<file path="src/rtl/fetch_stage.sv">
// IF stage with a single-outstanding req/gnt/rvalid fetch, a 1-entry stall buffer and the IF/ID register.
// Define FETCH_PERF_CNT_EN to add stall/flush performance counter outputs.
module fetch_stage #(
  parameter logic [31:0] BOOT_ADDR = 32'h0000_0000,
  parameter logic [31:0] NOP_INSTR = 32'h0000_0013
) (
  input  logic        clk,
  input  logic        reset,
  input  logic        stall_ip,
  input  logic        branch_taken_ip,
  input  logic [31:0] branch_target_ip,
  output logic        imem_req_op,
  output logic [31:0] imem_addr_op,
  input  logic        imem_gnt_ip,
  input  logic        imem_rvalid_ip,
  input  logic [31:0] imem_rdata_ip,
`ifdef FETCH_PERF_CNT_EN
  output logic [31:0] perf_stall_cnt_op,
  output logic [31:0] perf_flush_cnt_op,
`endif
  output logic        ID_valid_op,
  output logic [31:0] ID_instr_op,
  output logic [31:0] ID_pc_op
);

  typedef enum logic [1:0] {
    FETCH = 2'd0,
    WAIT  = 2'd1,
    HOLD  = 2'd2
  } state_t;

  state_t      state_q, state_d;
  logic [31:0] pc_q, pc_d;
  logic [31:0] req_pc_q, req_pc_d;
  logic        drop_q, drop_d;
  logic [31:0] buf_instr_q, buf_instr_d;
  logic [31:0] buf_pc_q, buf_pc_d;
  logic        id_valid_q, id_valid_d;
  logic [31:0] id_instr_q, id_instr_d;
  logic [31:0] id_pc_q, id_pc_d;
  logic        started_q, started_d;

  logic        load;
  logic [31:0] load_instr;
  logic [31:0] load_pc;

  // The first request is held off until one cycle after reset release.
  assign started_d    = 1'b1;
  assign imem_req_op  = (state_q == FETCH) && started_q && !branch_taken_ip;
  assign imem_addr_op = pc_q;
  assign ID_valid_op  = id_valid_q;
  assign ID_instr_op  = id_instr_q;
  assign ID_pc_op     = id_pc_q;

  always_comb begin
    state_d     = state_q;
    pc_d        = pc_q;
    req_pc_d    = req_pc_q;
    drop_d      = drop_q;
    buf_instr_d = buf_instr_q;
    buf_pc_d    = buf_pc_q;
    load        = 1'b0;
    load_instr  = NOP_INSTR;
    load_pc     = id_pc_q;

    if (branch_taken_ip) begin
      // A redirect outranks stall: any in-flight or buffered fetch is stale.
      pc_d = branch_target_ip & ~32'd3;
      unique case (state_q)
        FETCH: state_d = FETCH;
        WAIT: begin
          if (imem_rvalid_ip) begin
            drop_d  = 1'b0;
            state_d = FETCH;
          end else begin
            drop_d = 1'b1;
          end
        end
        HOLD:    state_d = FETCH;
        default: state_d = FETCH;
      endcase
    end else begin
      unique case (state_q)
        FETCH: begin
          if (imem_req_op && imem_gnt_ip) begin
            req_pc_d = pc_q;
            pc_d     = pc_q + 32'd4;
            state_d  = WAIT;
          end
        end
        WAIT: begin
          if (imem_rvalid_ip) begin
            if (drop_q) begin
              drop_d  = 1'b0;
              state_d = FETCH;
            end else if (!stall_ip) begin
              load       = 1'b1;
              load_instr = imem_rdata_ip;
              load_pc    = req_pc_q;
              state_d    = FETCH;
            end else begin
              buf_instr_d = imem_rdata_ip;
              buf_pc_d    = req_pc_q;
              state_d     = HOLD;
            end
          end
        end
        HOLD: begin
          if (!stall_ip) begin
            load       = 1'b1;
            load_instr = buf_instr_q;
            load_pc    = buf_pc_q;
            state_d    = FETCH;
          end
        end
        default: state_d = FETCH;
      endcase
    end
  end

  // IF/ID register: a redirect always bubbles; otherwise load, bubble, or hold under stall.
  always_comb begin
    id_valid_d = id_valid_q;
    id_instr_d = id_instr_q;
    id_pc_d    = id_pc_q;
    if (branch_taken_ip) begin
      id_valid_d = 1'b0;
      id_instr_d = NOP_INSTR;
    end else if (load) begin
      id_valid_d = 1'b1;
      id_instr_d = load_instr;
      id_pc_d    = load_pc;
    end else if (!stall_ip) begin
      id_valid_d = 1'b0;
      id_instr_d = NOP_INSTR;
    end
  end

  always_ff @(posedge clk or negedge reset) begin
    if (!reset) begin
      state_q     <= FETCH;
      pc_q        <= BOOT_ADDR;
      req_pc_q    <= 32'd0;
      drop_q      <= 1'b0;
      buf_instr_q <= NOP_INSTR;
      buf_pc_q    <= 32'd0;
      id_valid_q  <= 1'b0;
      id_instr_q  <= NOP_INSTR;
      id_pc_q     <= 32'd0;
      started_q   <= 1'b0;
    end else begin
      state_q     <= state_d;
      pc_q        <= pc_d;
      req_pc_q    <= req_pc_d;
      drop_q      <= drop_d;
      buf_instr_q <= buf_instr_d;
      buf_pc_q    <= buf_pc_d;
      id_valid_q  <= id_valid_d;
      id_instr_q  <= id_instr_d;
      id_pc_q     <= id_pc_d;
      started_q   <= started_d;
    end
  end

`ifdef FETCH_PERF_CNT_EN
  logic [31:0] perf_stall_cnt_q, perf_stall_cnt_d;
  logic [31:0] perf_flush_cnt_q, perf_flush_cnt_d;

  always_comb begin
    perf_stall_cnt_d = perf_stall_cnt_q;
    perf_flush_cnt_d = perf_flush_cnt_q;
    if (stall_ip && id_valid_q) perf_stall_cnt_d = perf_stall_cnt_q + 32'd1;
    if (branch_taken_ip)        perf_flush_cnt_d = perf_flush_cnt_q + 32'd1;
  end

  always_ff @(posedge clk or negedge reset) begin
    if (!reset) begin
      perf_stall_cnt_q <= 32'd0;
      perf_flush_cnt_q <= 32'd0;
    end else begin
      perf_stall_cnt_q <= perf_stall_cnt_d;
      perf_flush_cnt_q <= perf_flush_cnt_d;
    end
  end

  assign perf_stall_cnt_op = perf_stall_cnt_q;
  assign perf_flush_cnt_op = perf_flush_cnt_q;
`endif

endmodule
</file>
<file path="config.mk">
export PLATFORM = sky130hd
export DESIGN_NAME = fetch_stage
export DESIGN_NICKNAME = d
export VERILOG_FILES = /design/src/rtl/fetch_stage.sv
export SDC_FILE = /design/constraint.sdc
export NUM_CORES = 1
export LEC_CHECK = 0
export CAP_MARGIN = 20
export CORE_AREA = 2 2 131 133
export CTS_CLUSTER_SIZE = 24
export DETAILED_ROUTE_END_ITERATION = 8
export DIE_AREA = 0 0 133 135
export GPL_TIMING_DRIVEN = 0
export MAX_ROUTING_LAYER = met4
export PLACE_DENSITY_LB_ADDON = 0.2
export SLEW_MARGIN = 40
export SYNTH_ARGS = -nofsm -noshare
export SYNTH_HDL_FRONTEND = slang
export SYNTH_SLANG_ARGS = --single-unit
</file>
<file path="constraint.sdc">
create_clock -name clk -period 4.9 [get_ports clk]
set_input_delay 1.225 -clock clk [delete_from_list [all_inputs] [get_ports clk]]
set_output_delay 1.225 -clock clk [all_outputs]
set_load 0.01 [all_outputs]
</file>
**Yosys cells after proc, flatten, opt, wreduce, memory -nomap -nowiden**

Cells that the tools add are included.

- Flip-flop bits (word level): 197
- Word-level logic and storage cells: 75
- Output and inout port bits: 98

- $add $sub $neg: 1
- Bitwise logic cells: 2
- Reductions and logical operators: 15
- Muxes and demuxes: 38
- Equality and inequality tests: 9

Operator list:

| kind | number |
|---|---|
| 32-bit 2-to-1 mux | 14 |
| 32-bit one-hot mux with 2 select lines | 2 |
| 32-bit by 3-bit adder with 32-bit output, second input constant | 1 |
| 2-bit 2-to-1 mux | 8 |
| 1-bit 2-to-1 mux | 12 |
| 2-bit inequality test, second input constant | 4 |
| 2-bit nonzero test | 4 |
| 7-bit AND reduction | 1 |
| 2-bit one-hot mux with 3 select lines | 1 |
| 3-bit AND reduction | 2 |
| 5-bit AND reduction | 1 |
| 2-bit AND reduction | 2 |
| 1-bit logical AND | 3 |
| 3-bit by 1-bit inequality test with 1-bit output, second input constant | 1 |
| 3-bit by 2-bit inequality test with 1-bit output, second input constant | 1 |
| 3-bit inequality test, second input constant | 1 |
| 2-bit by 1-bit equality test with 1-bit output, second input constant | 1 |
| 2-bit equality test, second input constant | 1 |
| 2-bit zero test | 1 |
| 1-bit inverter | 2 |
| 1-bit one-hot mux with 2 select lines | 1 |
| 1-bit zero test | 1 |

**Longest topological paths before layout**

Gate-level depths: netlist of the first run.

- Depth in word-level cells: 7
- Gate-level depth with buffers: 9

**Worst setup path before layout of the first run**

OpenSTA, ideal clock, no wires.

- Kind: in2out
- Start point: input port branch_taken_ip
- End point: output port imem_req_op
- Stages on the path: 3
- Path slack: 1.942 ns
- Arrival time: 1.733 ns
- Cells stage by stage: clkbuf_1 -> nand2b_1 -> nor2_1

- Word-level cells in the longest chain between the ends: 2

Ends and longest elaborated chain:

| element | line | text |
|---|---|---|
| start, declared | 10 | `input logic branch_taken_ip,` |
| 1-bit zero test | 49 | `assign imem_req_op = (state_q == FETCH) && started_q && !branch_taken_ip;` |
| 1-bit logical AND | 49 |  |
| end, declared | 12 | `output logic imem_req_op,` |

Every way passes these cells.

**Final worst setup path of the first run**

Ends and elaborated chain as after synthesis.

==> impl_results.md, run 1 <==
- Synth Area in XOR/XNOR: 0.002097
- Area post-placement: 10300 µm²
- Total congestion overflow: 0
- Async set-or-reset flop fraction in the synthesized netlist: 1.000
- RSZ-0062 raised after global routing: no
- Power density over the cells: 360.4 nW/µm²
- Initial core utilization: 0.5090
- Ports: 168
- Ranking of synthesized cells by area: dfrtp_1 55%, mux2_2 8.5%, nand2_1 8.4%
- # nets final: 1054
- Placeable Area: 16410 µm²
- Worst-Skew Late Latency: 0.43 ns
- Relative slew slack: 0.5175
- Multiplexer area fraction after synthesis: 0.1221
- Netlist cell types: 46
- WHS: 0.4756 ns
- Slew @ Worst Pin: 0.7238 ns
- CTS Sinks: 189
- Vias per inst: 5.435
- First-pass detailed-route iteration total: 5
- Switching pwr: 1014 µW
- Adder-cell share of the synthesized area: 0.005993
- Main combinational cell family by area after synthesis: simple AND/OR/NAND/NOR gates
- Outcome: complete, no violations
- EDFF count, synth: 0
- Commonest non-fill, non-tap cells in the layout: 188 x nand2_1, 183 x dfrtp_1, 159 x clkdlybuf4s50_1
- Area used by multi-input combinational logic: 3371 µm²
- Req. time, crit path: 3.67 ns
- Clock Power Share: 0.374
- Count of final hold-check violations: 0
- First-pass GRT wire length: 33.67 mm
- Nature of the critical path startpoint: input pin
- HPWL Detailed: 14.94 mm
- Achievable frequency: 0.2685 GHz
- Post-CTS sizing: 0
- Post-DR wirelength/cell: 17.01 µm
- Root buffer cell: clkbuf_16
- Pins Over Slew Limit: 0
- Largest net degree at the start of global routing: 69
- Buf+Inv Stages, Crit Path: 2
- FILL cells: 1307
- CTS Hold Bufs: 0
- Comb pwr share: 0.135
- Row Count: 47
- Post-CTS setup buffer count: 0
- Design area: 10940 µm²
- CTS tree: built
- Iter 0 DRT Violations: 436
- MaxCap Viol Count: 0
- FF/Latch Area: 4737 µm²
- Critical Path Sink Type: output pin
- Clock transition at path regs: 0.06 ns
- Synth Area per Inst: 10.49 µm²
- Fin crit period: 3.724 ns
- Die Wd: 133 µm
- Hold Crit Class: flip-flop to flip-flop
- H-tree levels: 4
- Synth Flop Type: dfrtp_1
- Max FO, Critical Path: 10
- Internal power: 2927 µW
- ANT nets after route: 0
- Crit path kind: input pin to output pin
- Worst Path Arrival: 2.50 ns
- Sequential element share of the synthesized area: 0.5672
- Die height: 135 µm
- Port-buffer cells: 160
- Mapped Area: 8352 µm²
- Final setup viols: 0
- Design Power: 3941 µW
- Worst-path cell chain: clkbuf_1 > nand2b_1 > nor2_1 > clkdlybuf4s50_1
- Slowest CP cell: clkdlybuf4s50_1
- Sw Ratio: 0.2574
- DRT Wirelength: 20.64 mm
- Mapped Cells: 796
- Area growth syn-to-layout: 30.94%
- Die area: 17960 µm²
- Residual DRC: 0
- Post-synthesis compound-gate area fraction: 0.1181
- CTS Buf Count: 17
- Vias: 6593
- Peak supply drop: 0.2939 mV
- Routability Congestion: 0.9146
- Layout cell share with drive strength beyond 1: 0.1269
- Yosys top cell by area: dfrtp_1
- Number of synthesis warnings: 0
- Slowest cell delay on critical path: 0.58 ns
- N_diodes: 0
- Initial antenna violation count: 0
- Total global-route track usage: 0.2467
- Vias in the first global route: 6363
- Sequential Power Share: 0.491
- Period utilization: 0.7600
- Max clock buf depth: 2
- Most common cell after layout, fill and taps aside: nand2_1
- #FFs+latches synth: 189
- Worst Skew: 0.008288 ns
- Simple-gate area share of the yosys netlist: 0.1531
- Delay-heaviest family, CP: buffers and inverters
- Cell leakage power: 0.004720 µW
- Share of the synthesized area in the top cell type: 0.5483
## synth_stat cells, drive strengths merged (3+ instances only)
master / count
nand2: 188
dfrtp: 183
o21ai: 93
mux2: 63
clkbuf: 35
a22oi: 34
mux2i: 31
nand3: 19
nor2: 18
buf: 16
nor2b: 14
inv: 9
nand4: 9
o311ai: 9
a21oi: 8
dfstp: 6
nand2b: 6
a221o: 5
and4: 5
nor3: 5
and3: 4
ha: 4
nand3b: 4
nor4: 4
or3: 4
o211ai: 3
o22a: 3
## registers in the layout, indices dropped and copies added (netlist names)
signal,cells
state_q,2
req_pc_q,30
ID_pc_op,30
buf_instr_q,32
imem_addr_op,30
buf_pc_q,30
started_q,1
ID_valid_op,1
drop_q,1
ID_instr_op,32
## power groups by stage
stage / combinational [µW] / clock, µW / sequential (µW)
floorplan: 281 / 0 / 1930
global placement: 515 / 0 / 1950
detailed placement: 535 / 0 / 1960
CTS: 539 / 1500 / 1930
global route: 593 / 1560 / 1960
finish: 533 / 1470 / 1930
## per-stage QoR
stage / instances / setup TNS, ns / utilization / worst slack (ns)
6_report: 1213 / 0 / 0.6665 / 1.176
3_3_place_gp: 1179 / -969.09 / 0.6241 / -5.222
5_1_grt: 1213 / 0 / 0.6665 / 1.141
2_1_floorplan: 799 / 0 / - / 1.942
4_1_cts: 1213 / 0 / 0.6665 / 1.192
3_5_place_dp: 1181 / 0 / 0.6278 / 1.207
## layer usage
metal | vias to the layer above | GRT usage | part of all wire
met5 | - | - | 0
met4 | 0 | 0.09020 | 0.021
met3 | 39 | 0.04692 | 0.061
met2 | 242 | 0.3451 | 0.44
met1 | 3162 | 0.3602 | 0.48
li1 | 3150 | - | -
## worst paths after layout
path	from	endpoint	slack (ns)	depth (start not counted)
worst max-delay path	branch_taken_ip	imem_req_op	1.18	4
worst min-delay path	ID_pc_op[26]	ID_pc_op[26]	0.48	2
worst max register to register	state_q[0]	imem_addr_op[24]	2.55	6
worst min register to register	ID_pc_op[26]	ID_pc_op[26]	0.48	2
max in group asynchronous	reset	ID_pc_op[31]	3.13	3
min in group asynchronous	reset	ID_pc_op[24]	0.75	1
## layout make-up
class | instances | share of cell area
Sequential cell | 189 | 0.4332
Multi-Input combinational cell | 550 | 0.3082
Timing Repair Buffer | 162 | 0.1519
Clock buffer | 17 | 0.03890
Tap cell | 220 | 0.02517
Buffer | 51 | 0.02025
Clock inverter | 15 | 0.01922
Inverter | 9 | 0.003089
## cells by family after synthesis
kind of cell             Yosys count
AND/OR/NAND/NOR                  284
flip-flops                       189
AO/OA/AOI/OAI                    161
multiplexers                      94
buffers and inverters             60
adder cells (fa/ha/maj)            4
other                              2
XOR/XNOR                           2
## worst min-delay path: cells and delay by family (launching register included)
family	cells	cell delay, ns
AO/OA/AOI/OAI	1	0.06
flip-flops	1	0.34
AND/OR/NAND/NOR	1	0.05
No activity file was read; power rests on OpenSTA's default activity.
==> run 2: changes to the inputs <==
--- a/config.mk
+++ b/config.mk
@@ -6,10 +6,10 @@
 export NUM_CORES = 1
 export LEC_CHECK = 0
 export CAP_MARGIN = 20
-export CORE_AREA = 2 2 131 133
+export CORE_AREA = 2 2 137 139
 export CTS_CLUSTER_SIZE = 24
 export DETAILED_ROUTE_END_ITERATION = 8
-export DIE_AREA = 0 0 133 135
+export DIE_AREA = 0 0 139 141
 export GPL_TIMING_DRIVEN = 0
 export MAX_ROUTING_LAYER = met4
 export PLACE_DENSITY_LB_ADDON = 0.2
==> constraint.sdc (replaced) <==
create_clock -name clk -period 3.41 [get_ports clk]
set_input_delay 0.8525 -clock clk [delete_from_list [all_inputs] [get_ports clk]]
set_output_delay 0.8525 -clock clk [all_outputs]
set_load 0.01 [all_outputs]
==> impl_results.md, run 2 (synthesized netlist as in run 1, its figures left out) <==
- Worst Skew: 0.008789 ns
- Die area: 19600 µm²
- Reg2reg end: ID_instr_op[28]
- Crit path to: imem_req_op
- Clock transition at path regs: 0.07 ns
- DRT Wirelength: 20.76 mm
- N_diodes: 0
- Worst-Skew Late Latency: 0.43 ns
- Row Count: 50
- Root buffer cell: clkbuf_16
- Post-CTS sizing: 0
- Critical R2R Launch: state_q[0]
- First-pass detailed-route iteration total: 5
- CTS Hold Bufs: 0
- Final setup viols: 0
- Peak supply drop: 0.4174 mV
- Post-Place Cells: 1195
- First-pass GRT wire length: 33.87 mm
- MaxCap Viol Count: 0
- Slew @ Worst Pin: 0.7205 ns
- Reg2reg setup slack: 1.10 ns
- HPWL Detailed: 14.87 mm
- Ports: 168
- Layout cell share with drive strength beyond 1: 0.1269
- Power density over the cells: 509.9 nW/µm²
- Post-DR wirelength/cell: 16.92 µm
- Vias per inst: 5.390
- Placeable Area: 18270 µm²
- Total global-route track usage: 0.2245
- Worst Path Arrival: 2.20 ns
- Commonest non-fill, non-tap cells in the layout: 188 x nand2_1, 183 x dfrtp_1, 159 x clkdlybuf4s50_1
- CTS Sinks: 189
- Setup TNS: 0 ns
- CTS tree: built
- Final Non-Filler Cells: 1227
- ANT nets after route: 0
- Residual DRC: 0
- Req. time, crit path: 2.56 ns
- Pins Over Slew Limit: 0
- Count of final hold-check violations: 0
- Largest net degree at the start of global routing: 75
- Most common cell after layout, fill and taps aside: nand2_1
- Vias: 6613
- Outcome: complete, no violations
- Initial antenna violation count: 0
- Post-CTS setup buffer count: 0
- Die Wd: 139 µm
- Critical Path Sink Type: output pin
- Die height: 141 µm
- Iter 0 DRT Violations: 452
- RSZ-0062 raised after global routing: no
- Routability Congestion: 0.9143
- Period utilization: 0.8962
- Nature of the critical path startpoint: input pin
- Relative slew slack: 0.5197
- CP startpoint: branch_taken_ip
- H-tree levels: 4
- # nets final: 1054
- R2R depth: 8
- Max clock buf depth: 2
- Achievable frequency: 0.3272 GHz
- Fin crit period: 3.056 ns
- Max FO, Critical Path: 10
- Cell leakage power: 0.004702 µW
- Initial core utilization: 0.4572
- Total congestion overflow: 0
- Hold Crit Class: input pin to async pin
- Area growth syn-to-layout: 30.76%
- Port-buffer cells: 160
- Crit path kind: input pin to output pin
- CTS Buf Count: 17
- Vias in the first global route: 6324
[run 2: changes by cell type in the layout (fill, tap and decap cells not counted), sizes merged]
cell	before	now
bufinv	4	2
clkinvlp	2	3
inv	14	16
clkinv	4	3
[run 2: per-layer routing]
metal,global-route usage,share of wire,routed length (µm),up-vias
met4,0.07868,0.018,376,0
met1,0.3255,0.48,10010,3171
li1,-,-,-,3172
met3,0.04416,0.057,1187,32
met5,-,0,0,-
met2,0.3166,0.44,9189,238
[run 2: how the worst min path moves through the flow]
| stage | end | depth (start not counted) | slack, ns |
|---|---|---|---|
| after floorplan | state_q[1] | 1 | 0.46 |
| after global placement | ID_instr_op[27] | 2 | 0.46 |
| after detailed placement | ID_instr_op[15] | 2 | 0.47 |
| after CTS | buf_pc_q[21] | 1 | 0.30 |
| after global routing | ID_pc_op[28] | 1 | 0.31 |
| final | ID_pc_op[28] | 1 | 0.30 |
[run 2: stage by stage]
step	hold slack (ns)	total power, µW	utilization	worst slack, ns	cell area, µm²
finish	0.3027	5568	0.5978	0.3539	10920
global route	0.3137	5832	0.5978	0.3174	10920
CTS	0.3039	5612	0.5978	0.3909	10920
detailed placement	0.4692	3582	0.5648	0.2270	10320
global placement	0.4604	3546	0.5615	-6.504	10260
floorplan	0.4567	3172	-	1.197	8363
[run 2: final cells by class]
| cell class | count | area, µm² |
|---|---|---|
| multi-input cells | 550 | 3371 |
| repair buffers | 162 | 1662 |
| clock inverters | 15 | 177.7 |
| fillers | 1578 | 7347 |
| plain buffers | 51 | 221.5 |
| inverters | 9 | 33.78 |
| clock buffers | 17 | 425.4 |
| well taps | 234 | 292.8 |
| flip-flops and latches | 189 | 4737 |
[run 2: worst max-delay path, cell delays in order]
cell and delay, ns:
clkbuf_1 0.25, nand2b_1 0.28, nor2_1 0.22, clkdlybuf4s50_1 0.59
[run 2: power breakdown]
| group | switching (µW) | total, µW | internal (µW) |
|---|---|---|---|
| Sequential | 229 | 2780 | 2550 |
| Clock | 920 | 2030 | 1110 |
| Combinational | 348 | 765 | 417 |
| Total | 1500 | 5570 | 4070 |
